[config.mk]
export PLATFORM = sky130hd
export DESIGN_NAME = mem_arbiter
export DESIGN_NICKNAME = d
export VERILOG_FILES = /design/src/rtl/mem_arb_pkg.sv /design/src/rtl/mem_arb_pick.sv /design/src/rtl/mem_arbiter.sv
export SDC_FILE = /design/constraint.sdc
export NUM_CORES = 1
export LEC_CHECK = 0
export CAP_MARGIN = 15
export CORE_ASPECT_RATIO = 0.8
export CORE_UTILIZATION = 40
export DETAILED_ROUTE_END_ITERATION = 8
export HOLD_SLACK_MARGIN = 0.06
export PLACE_DENSITY = 0.78
export SKIP_CTS_REPAIR_TIMING = 1
export SLEW_MARGIN = 40
export SYNTH_ARGS = -nofsm -noshare
export SYNTH_HDL_FRONTEND = slang
export SYNTH_SLANG_ARGS = --single-unit
export TNS_END_PERCENT = 5
[constraint.sdc]
create_clock -name clk -period 1.6 [get_ports clk]
set_input_delay 0.32 -clock clk [delete_from_list [all_inputs] [get_ports clk]]
set_output_delay 0.32 -clock clk [all_outputs]
set_load 0.01 [all_outputs]
[src/rtl/mem_arb_pkg.sv]
// Shared definitions for the memory arbiter: FSM state encoding,
// requester IDs and default bus widths.
package mem_arb_pkg;

   localparam int ADDR_W_DEF = 4;
   localparam int DATA_W_DEF = 8;

   localparam logic REQ_F = 1'b0;
   localparam logic REQ_D = 1'b1;

   typedef enum logic [1:0] {
      IDLE   = 2'd0,
      ACCESS = 2'd1,
      DONE   = 2'd2
   } arb_state_e;

endpackage

[src/rtl/mem_arb_pick.sv]
// Winner selection between fetch (F) and data (D) requesters.
// Build option ARB_RR_EN: when defined, simultaneous requests are resolved
// round-robin using the previous winner; otherwise D has fixed priority.
module mem_arb_pick
   import mem_arb_pkg::*;
(
   input  logic f_req,
`ifdef ARB_RR_EN
   input  logic last_winner,
`endif
   input  logic d_req,
   output logic winner,
   output logic valid
);

   // Pick a winner whenever at least one requester is asking.
   always_comb begin
      valid  = f_req | d_req;
      winner = REQ_F;
`ifdef ARB_RR_EN
      if (f_req && d_req) begin
         winner = ~last_winner;
      end else if (d_req) begin
         winner = REQ_D;
      end
`else
      if (d_req) begin
         winner = REQ_D;
      end
`endif
   end

endmodule

[src/rtl/mem_arbiter.sv]
// Two-requester arbiter in front of a single-port memory. One transaction
// takes three cycles: IDLE (grant and latch), ACCESS (memory strobe), DONE (ack).
// Build option ARB_RR_EN: round-robin arbitration with a last-winner register
// instead of fixed D-over-F priority.
//
// state  | meaning
// IDLE   | waiting for a request; grants and latches the winner's command
// ACCESS | drives the memory for one cycle, captures read data on the edge
// DONE   | one-cycle ack to the winner; requests are ignored
module mem_arbiter
   import mem_arb_pkg::*;
#(
   parameter int ADDR_W = ADDR_W_DEF,
   parameter int DATA_W = DATA_W_DEF
) (
   input  logic              clk,
   input  logic              rst_n,
   input  logic              f_req,
   input  logic [ADDR_W-1:0] f_addr,
   output logic              f_ack,
   output logic [DATA_W-1:0] f_rdata,
   input  logic              d_req,
   input  logic              d_we,
   input  logic [ADDR_W-1:0] d_addr,
   input  logic [DATA_W-1:0] d_wdata,
   output logic              d_ack,
   output logic [DATA_W-1:0] d_rdata,
   output logic [ADDR_W-1:0] mem_addr,
   output logic              mem_read,
   output logic              mem_write,
   output logic [DATA_W-1:0] mem_wdata,
   input  logic [DATA_W-1:0] mem_rdata,
   output logic              busy,
   output logic              grant_id
);

   arb_state_e        state_q, state_d;
   logic [ADDR_W-1:0] addr_q, addr_d;
   logic              we_q, we_d;
   logic [DATA_W-1:0] wdata_q, wdata_d;
   logic              grant_q, grant_d;
   logic [DATA_W-1:0] f_rdata_q, f_rdata_d;
   logic [DATA_W-1:0] d_rdata_q, d_rdata_d;
   logic              pick_winner;
   logic              pick_valid;
   logic              in_access;
   logic              in_done;

`ifdef ARB_RR_EN
   logic              last_q, last_d;
`endif

   mem_arb_pick u_pick (
      .f_req       (f_req),
`ifdef ARB_RR_EN
      .last_winner (last_q),
`endif
      .d_req       (d_req),
      .winner      (pick_winner),
      .valid       (pick_valid)
   );

   // State, latched command and read-data holding registers.
   always_ff @(posedge clk or negedge rst_n) begin
      if (!rst_n) begin
         state_q   <= IDLE;
         addr_q    <= '0;
         we_q      <= 1'b0;
         wdata_q   <= '0;
         grant_q   <= REQ_F;
         f_rdata_q <= '0;
         d_rdata_q <= '0;
`ifdef ARB_RR_EN
         last_q    <= REQ_F;
`endif
      end else begin
         state_q   <= state_d;
         addr_q    <= addr_d;
         we_q      <= we_d;
         wdata_q   <= wdata_d;
         grant_q   <= grant_d;
         f_rdata_q <= f_rdata_d;
         d_rdata_q <= d_rdata_d;
`ifdef ARB_RR_EN
         last_q    <= last_d;
`endif
      end
   end

   // Next-state logic: grant and latch in IDLE, capture read data in ACCESS.
   always_comb begin
      state_d   = state_q;
      addr_d    = addr_q;
      we_d      = we_q;
      wdata_d   = wdata_q;
      grant_d   = grant_q;
      f_rdata_d = f_rdata_q;
      d_rdata_d = d_rdata_q;
`ifdef ARB_RR_EN
      last_d    = last_q;
`endif
      unique case (state_q)
         IDLE: begin
            if (pick_valid) begin
               state_d = ACCESS;
               grant_d = pick_winner;
`ifdef ARB_RR_EN
               last_d  = pick_winner;
`endif
               if (pick_winner == REQ_D) begin
                  addr_d  = d_addr;
                  we_d    = d_we;
                  wdata_d = d_wdata;
               end else begin
                  // Fetch is always a read; no write data is carried.
                  addr_d  = f_addr;
                  we_d    = 1'b0;
                  wdata_d = '0;
               end
            end
         end
         ACCESS: begin
            if (!we_q) begin
               if (grant_q == REQ_D) begin
                  d_rdata_d = mem_rdata;
               end else begin
                  f_rdata_d = mem_rdata;
               end
            end
            state_d = DONE;
         end
         DONE: begin
            state_d = IDLE;
         end
         default: begin
            state_d = IDLE;
         end
      endcase
   end

   // Memory strobes exist only in ACCESS, so read and write can never overlap
   // and an async reset removes them immediately.
   assign in_access = (state_q == ACCESS);
   assign in_done   = (state_q == DONE);

   assign mem_addr  = in_access ? addr_q  : '0;
   assign mem_wdata = in_access ? wdata_q : '0;
   assign mem_read  = in_access & ~we_q;
   assign mem_write = in_access &  we_q;

   assign f_ack     = in_done & (grant_q == REQ_F);
   assign d_ack     = in_done & (grant_q == REQ_D);
   assign f_rdata   = f_rdata_q;
   assign d_rdata   = d_rdata_q;
   assign busy      = (state_q != IDLE);
   assign grant_id  = grant_q;

endmodule

After elaboration in Yosys (flattened, before gate mapping)

Cells that the tools add are included.

Div/mod/pow operators: 0
Bitwise logic cells: 7
Shift operators: 0
Reductions and logical operators: 5
Multiply operators: 0
Equal/unequal tests: 3
$lt $le $gt $ge: 0
Add/sub/neg operators: 0
Multiplexer cells: 8

Operator list:

| kind                 | count |
|---|---|
| $mux W8              | 2 |
| $mux W4              | 2 |
| $reduce_and A3 Y1    | 2 |
| $and A1 B1 Y1        | 4 |
| $pmux W2 S2          | 1 |
| $eq A2 B1 Y1 const B | 1 |
| $eq A2 B2 Y1 const B | 1 |
| $logic_not A2 Y1     | 1 |
| $mux W1              | 2 |
| $mux W2              | 1 |
| $ne A2 B2 Y1 const B | 1 |
| $not A1 Y1           | 2 |
| $reduce_and A2 Y1    | 1 |
| $reduce_bool A2 Y1   | 1 |
| $or A1 B1 Y1         | 1 |

Bits in writable memories: 0
Bits in read-only memories: 0
Input bits: 29
Word-level logic and storage cells: 30
Bits in registers: 32
Memories: 0
Bits in latches: 0
Output and inout bits: 34

Logic depth before layout (Yosys ltp)

Gate-level depths: netlist of the first run.

Depth after elaboration: 3
Mapped depth: 4
Mapped depth without buffers: 3

Cells and area by module

Synthesis of the first run repeated with hierarchy kept, for this count alone.

Cell total of the unflattened synthesis: 111
Area, all modules: 1,442.6 um2

By module, submodules not included:

| module       | times used | cells each | seq. area each (um2) | area an instance (um2) |
|---|---|---|---|---|
| mem_arbiter  | 1          | 109        | 800.8                | 1,428.9 |
| mem_arb_pick | 1          | 2          | 0.0                  | 13.8 |

Worst setup path before layout of the first run

No wires, ideal clock.

Path type: register to register
Start point: reg state_q[1]
End point: reg d_rdata_q[0], in the netlist d_rdata[0]
Data arrival time: 1.252 ns
Data required time: 1.475 ns
Cell stages (with the launch flop): 4
Path slack: 0.223 ns
Cells stage by stage: dfrtp_1 nand2b_4 nor3b_4 mux2_2

Word-level cells in the longest chain between the ends: 2

RTL lines:

| what                               | RTL line           | RTL |
|---|---|---|
| from (decl)                        | mem_arbiter.sv:37  | `arb_state_e state_q, state_d;` |
| from (signal assigned)             | mem_arbiter.sv:77  | `state_q <= state_d;` |
| $eq A2 B1 Y1                       | mem_arbiter.sv:102 | `unique case (state_q)` |
| $reduce_and A3 Y1 (no source line) | -                  |  |
| to (signal assigned)               | mem_arbiter.sv:83  | `d_rdata_q <= d_rdata_d;` |
| to (decl)                          | mem_arbiter.sv:43  | `logic [DATA_W-1:0] d_rdata_q, d_rdata_d;` |

No other way between the ends.
A chain may end at the register's enable or synchronous reset.

Worst setup path after layout of the first run

Start point: reg state_q[1]
End point: out mem_addr[0]

Word-level cells in the longest chain between the ends: 2

RTL lines:

| what         | RTL line           | RTL |
|---|---|---|
| $eq A2 B1 Y1 | mem_arbiter.sv:143 | `assign in_access = (state_q == ACCESS);` |
| $mux W4      | mem_arbiter.sv:146 | `assign mem_addr = in_access ? addr_q : '0;` |
| to (decl)    | mem_arbiter.sv:28  | `output logic [ADDR_W-1:0] mem_addr,` |

No other way between the ends.

==> run_results.csv, run 1 <==
group,metric,value,unit
cts,tritoncts,"done",
synthesis,post-synth-top-area-cell,"sky130_fd_sc_hd__dfrtp_1",
synthesis,synth-seq-area-share,59.4,%
placement,place.detailed.hpwl,2350,um
worst_hold_path,hold_path.class,"input pin to async pin",
grt,number_of_antenna_violations_at_the_first_check_in_global_routing,0,
timing,final.period_utilization,104,%
critical_path,largest_stage_delay_on_the_critical_path,0.36,ns
job,cap_violations,0,
timing,finalCriticalPeriod,1.66,ns
finish,multi_input_area,531,um2
cts,ctsHtreeMaxLevel,2,
grt,largest_net_degree_at_the_start_of_global_routing,33,
power_and_ir_drop,pwr_density_cell,1910,nW/um2
timing,timing.final.ws_setup,-0.0580,ns
synthesis,synth_nets,123,
cts,cts.sinks,32,
timing,final-hold-violation-count,0,
outcome,failed_checks,"setup timing",
cts,clock_tree.buffer_depth,2,
synthesis,synth_area_per_inst,14.3,um2
critical_path,cpLargestDelayFamily,"simple AND/OR/NAND/NOR gates",
grt,grt_overflow,0,
floorplanning,initial_utilization,42.8,%
timing,clock_skew,0.00239,ns
finish,most-common-layout-cells,"sky130_fd_sc_hd__clkdlybuf4s50_1 (44), sky130_fd_sc_hd__dfrtp_1 (32), sky130_fd_sc_hd__mux2_2 (24)",
critical_path,worstSetupStartpointType,"flop",
synthesis,synth.lib_cells_used.distinct,15,
timing,drv_slew,0,
finish,layout.cells.most_common,"sky130_fd_sc_hd__clkdlybuf4s50_1",
drt,firstDrtPassIters,4,
critical_path,critical_path_s_slowest_cell,"sky130_fd_sc_hd__dfrtp_1",
floorplanning,placement_rows,18,
outcome,outcome,"finished, violations left",
critical_path,critPathCaptureType,"output pin",
placement,worst_slack_at_placement,-0.195,ns
timing,maxSlewHeadroom,72.8,%
cts,root_buffer,"sky130_fd_sc_hd__clkbuf_8",
floorplanning,coreArea,3150,um2
timing,tightestPinTransition,0.408,ns
grt,global_route.usage.total,18.8,%
finish,post_route_cells_drive_above_1_share,30.4,%
finish,n_antenna_cell,0,
synthesis,synthCells,94,
floorplanning,chipWidth,66.9,um
timing,finalSetupViolations,11,
critical_path,cp_data_required_time,1.28,ns
finish,fill_cells,218,
critical_path,worst-endpoint-arrival,1.34,ns
drt,wire_per_inst,15.3,um
synthesis,synth_top_cell_area_share,59.4,%
grt,grt_first_pass_wirelength,4730,um
cts,cts_made_buffers,5,
power_and_ir_drop,power_leakage,1.16,nW
grt,vias_in_the_first_global_route,1017,
synthesis,synthesis_stage_register_bit_count,32,
drt,dr_total_vias,1032,
timing,rsz_0062_raised_after_global_routing,"yes",
critical_path,timing.critical_path.cells,"nand2b_4 -> clkinvlp_4 -> and2_1 -> dlymetal6s2s_1",
floorplanning,boundaryPins,63,
critical_path,crit_type,"flop to output pin",
finish,seq_area,801,um2
drt,vias_per_cell,4.89,
floorplanning,design.die.area,3610,um2
synthesis,synthesized_area,1350,um2
power_and_ir_drop,power.ir.vdd_worst,0.00109,V
finish,final_util,70.5,%
drt,drt_drc_violations_left,0,
cts,worstSkewPairLatency,0.27,ns
critical_path,cp_num_buf_inv,2,
finish,area_growth_from_synthesis_to_final_layout,64.7,%
timing,fmaxAchievable,603,MHz
drt,finalWirelength,3230,um
critical_path,worstPathMaxFanout,7,
finish,nets,199,
floorplanning,floorplan.die.height,53.9,um
cts,path_clk_slew,0.06,ns
synthesis,synth_top_cells_by_area,"sky130_fd_sc_hd__dfrtp_1 (59%), sky130_fd_sc_hd__mux2_2 (20%), sky130_fd_sc_hd__and2_1 (6.5%), sky130_fd_sc_hd__a22o_1 (5.8%), sky130_fd_sc_hd__nor3b_4 (1.4%)",
drt,detail-route-antenna-nets,0,
synthesis,ys_warn_count,0,
drt,drt_first_iter_violations,30,
placement,placement.io_buffers,62,
placement,gp_routability_congestion,0.743,
==> worst register-to-register path: stages (launching register included) <==
cell	delay [ns]
sky130_fd_sc_hd__dfrtp_1	0.39
sky130_fd_sc_hd__nand2b_4	0.18
sky130_fd_sc_hd__buf_4	0.16
sky130_fd_sc_hd__nor3b_4	0.23
sky130_fd_sc_hd__buf_12	0.15
sky130_fd_sc_hd__mux2_2	0.33
==> flip-flops by register name, summed over array words and instances (netlist names) <==
register,count
addr_q,4
d_rdata,8
f_rdata,8
grant_id,1
state_q,2
wdata_q,8
we_q,1
==> stage by stage <==
| stage | power, mW | instance area (um2) | TNS, ns | std cells | hold slack (ns) |
|---|---|---|---|---|---|
| after floorplan | 2.45 | 1350 | 0 | 94 | 0.0244 |
| after global placement | 3.57 | 2100 | -2.39 | 202 | 0.480 |
| after detailed placement | 3.65 | 2100 | -3.15 | 202 | 0.487 |
| after CTS | 4.28 | 2190 | -7.67 | 210 | 0.450 |
| after global routing | 4.49 | 2220 | -1.14 | 211 | 0.472 |
| final | 4.24 | 2220 | -0.398 | 211 | 0.443 |
==> per-layer routing <==
metal  vias up  GRT usage (%)  part of all wire [%]
met5         -              0                     0
met4         0           8.51                   1.9
met3         6           5.08                   3.6
met2        24           31.6                    50
met1       520           22.7                    44
li1        482              -                     -
==> layout make-up <==
class                           instances  area share, %
Tap cell                               40           2.25
Clock buffer                            8           4.05
Timing Repair inverter                  1          0.338
Inverter                                3          0.676
Multi-Input combinational cell         56           23.9
Timing Repair Buffer                   71           32.8
Sequential cell                        32           36.0
==> logic make-up after synthesis <==
kind of cell	Yosys count	synth area share [%]
simple gates	21	12.0
flops	32	59.4
compound gates	11	6.77
buf+inv	6	1.85
mux	24	20.0
==> final timing paths <==
check                      startpoint          end  slack (ns)  cells past startpoint
setup / recovery           state_q[1]  mem_addr[0]       -0.06                      4
min in group clk            addr_q[1]    addr_q[1]        0.50                      1
hold / removal                  rst_n    addr_q[1]        0.44                      2
hold reg to reg             addr_q[1]    addr_q[1]        0.50                      1
setup reg to reg           state_q[1]   d_rdata[2]        0.04                      5
max in group asynchronous       rst_n   d_rdata[2]        0.88                      2
==> report_power, final <==
part	internal (mW)	switching (mW)	total [mW]
clock network	0.350	0.266	0.616
logic	1.30	0.845	2.15
registers	1.23	0.247	1.47
total	2.88	1.36	4.24
==> cell usage after synthesis <==
master,n
sky130_fd_sc_hd__nor3_4,1
sky130_fd_sc_hd__mux2_2,24
sky130_fd_sc_hd__and2_1,14
sky130_fd_sc_hd__and3b_2,1
sky130_fd_sc_hd__inv_1,3
sky130_fd_sc_hd__dfrtp_1,32
sky130_fd_sc_hd__clkbuf_1,1
sky130_fd_sc_hd__nor3b_4,1
sky130_fd_sc_hd__nor3b_1,1
sky130_fd_sc_hd__buf_2,2
sky130_fd_sc_hd__a22o_1,9
sky130_fd_sc_hd__a21o_1,1
sky130_fd_sc_hd__nand2b_4,1
sky130_fd_sc_hd__nor2_1,2
sky130_fd_sc_hd__o21ai_1,1
No activity file was read; power rests on OpenSTA's default activity.
==> run 2, diff against run 1 <==
Settings changed: ABC_AREA from default to 0, SETUP_SLACK_MARGIN from default to 0.02.
==> run_results.csv, run 2 (synthesis gave the netlist of run 1 again) <==
group,metric,value,unit
outcome,outcome,"finished, violations left",
outcome,failed_checks,"setup timing",
floorplanning,floorplan.die.height,53.9,um
critical_path,r2r-start,"state_q[1]",
floorplanning,placement_rows,18,
timing,final.period_utilization,103,%
cts,worstSkewPairLatency,0.27,ns
power_and_ir_drop,pwr_density_cell,1900,nW/um2
cts,path_clk_slew,0.06,ns
timing,tightestPinTransition,0.406,ns
timing,finalCriticalPeriod,1.65,ns
finish,most-common-layout-cells,"sky130_fd_sc_hd__clkdlybuf4s50_1 (44), sky130_fd_sc_hd__dfrtp_1 (32), sky130_fd_sc_hd__mux2_2 (24)",
drt,drt_first_iter_violations,32,
grt,global_route.usage.total,18.8,%
floorplanning,design.die.area,3610,um2
drt,vias_per_cell,4.90,
drt,detail-route-antenna-nets,0,
finish,nets,199,
timing,maxSlewHeadroom,72.9,%
timing,drv_slew,0,
critical_path,worstPathMaxFanout,7,
critical_path,timing.critical_path.to,"mem_addr[1]",
finish,layout.cells.most_common,"sky130_fd_sc_hd__clkdlybuf4s50_1",
drt,dr_total_vias,1034,
finish,multi_input_area,536,um2
critical_path,worstSetupStartpointType,"flop",
timing,setup_total_negative_slack,-0.364,ns
power_and_ir_drop,power_leakage,1.16,nW
critical_path,timing.reg2reg.setup_slack,0.06,ns
placement,gp_routability_congestion,0.743,
drt,wire_per_inst,15.3,um
critical_path,cp-startpoint,"state_q[1]",
placement,place.detailed.hpwl,2350,um
timing,finalSetupViolations,11,
cts,clock_tree.buffer_depth,2,
floorplanning,initial_utilization,42.8,%
critical_path,cp_data_required_time,1.28,ns
power_and_ir_drop,power_switching,1.36,mW
critical_path,reg2reg_to,"d_rdata[2]",
finish,seq_area,801,um2
grt,number_of_antenna_violations_at_the_first_check_in_global_routing,0,
finish,post_route_cells_drive_above_1_share,31.0,%
timing,whs,0.444,ns
floorplanning,coreArea,3150,um2
grt,largest_net_degree_at_the_start_of_global_routing,33,
floorplanning,boundaryPins,63,
timing,final-hold-violation-count,0,
cts,cts.sinks,32,
timing,fmaxAchievable,605,MHz
finish,fill_cells,216,
drt,drt_drc_violations_left,0,
power_and_ir_drop,power.ir.vdd_worst,0.00110,V
placement,placement.io_buffers,62,
critical_path,critPathCaptureType,"output pin",
timing,clock_skew,0.00271,ns
power_and_ir_drop,switching_share,32.0,%
power_and_ir_drop,power_frac_seq,34.8,%
power_and_ir_drop,clock_power_share,14.5,%
cts,ctsHtreeMaxLevel,2,
drt,finalWirelength,3220,um
floorplanning,chipWidth,66.9,um
timing,timing.final.ws_setup,-0.0526,ns
timing,rsz_0062_raised_after_global_routing,"yes",
worst_hold_path,hold_path.class,"input pin to async pin",
power_and_ir_drop,combinationalPowerShare,50.7,%
grt,grt_first_pass_wirelength,4730,um
cts,tritoncts,"done",
job,cap_violations,0,
critical_path,crit_type,"flop to output pin",
grt,vias_in_the_first_global_route,1017,
power_and_ir_drop,intPower,2.88,mW
critical_path,reg2regPathDepth,5,
finish,area_growth_from_synthesis_to_final_layout,65.1,%
cts,cts_made_buffers,5,
drt,firstDrtPassIters,4,
cts,root_buffer,"sky130_fd_sc_hd__clkbuf_8",
finish,n_antenna_cell,0,
grt,grt_overflow,0,
critical_path,worst-endpoint-arrival,1.33,ns
==> run 2: metal layers <==
layer	up-vias	routed length (um)	global-route usage [%]
met4	0	62	8.51
met5	-	0	0
met2	24	1600	31.6
li1	484	-	-
met3	6	117	5.08
met1	520	1440	22.7
==> run 2: how the worst min path moves through the flow <==
stage                      end        from  cells past startpoint
floorplan            addr_q[0]       rst_n                      0
global placement    wdata_q[4]  wdata_q[4]                      1
detailed placement  wdata_q[5]  wdata_q[5]                      1
CTS                  addr_q[1]       rst_n                      2
global route        f_rdata[0]       rst_n                      2
finish               addr_q[3]       rst_n                      2
==> run 2: power by group through the flow <==
stage	Clock, mW	Combinational (mW)	Sequential, mW
finish	0.614	2.15	1.47
global route	0.663	2.31	1.53
CTS	0.633	2.18	1.47
detailed placement	0	2.17	1.48
global placement	0	2.12	1.45
floorplan	0	0.897	1.55
==> run 2: cell type report <==
class,instances,area share (%)
Clock buffer,8,4.04
Inverter,3,0.674
Multi-Input combinational cell,56,24.0
Sequential cell,32,36.0
Tap cell,40,2.25
Timing Repair Buffer,71,32.7
Timing Repair inverter,1,0.337
==> run 2: worst max-delay path: stages, from the launching register on <==
cell	delay [ns]
sky130_fd_sc_hd__dfrtp_1	0.36
sky130_fd_sc_hd__nand2b_4	0.17
sky130_fd_sc_hd__clkinvlp_4	0.16
sky130_fd_sc_hd__and2_1	0.20
sky130_fd_sc_hd__dlymetal6s2s_1	0.17
==> run 2: stage by stage <==
stage / util [%] / area [um2] / power (mW) / cells / worst slack (ns)
floorplan: - / 1350 / 2.45 / 94 / 0.223
global placement: 66.5 / 2100 / 3.57 / 202 / -0.169
detailed placement: 66.5 / 2100 / 3.65 / 202 / -0.195
CTS: 69.4 / 2190 / 4.28 / 210 / -0.501
global route: 70.6 / 2230 / 4.50 / 211 / -0.111
finish: 70.6 / 2230 / 4.24 / 211 / -0.0526
==> run 3, diff against run 2 <==
Settings changed: ABC_AREA 0 to default.
==> results of run 3 <==
The final DEF is identical to that of run 2; final timing and power are the same.
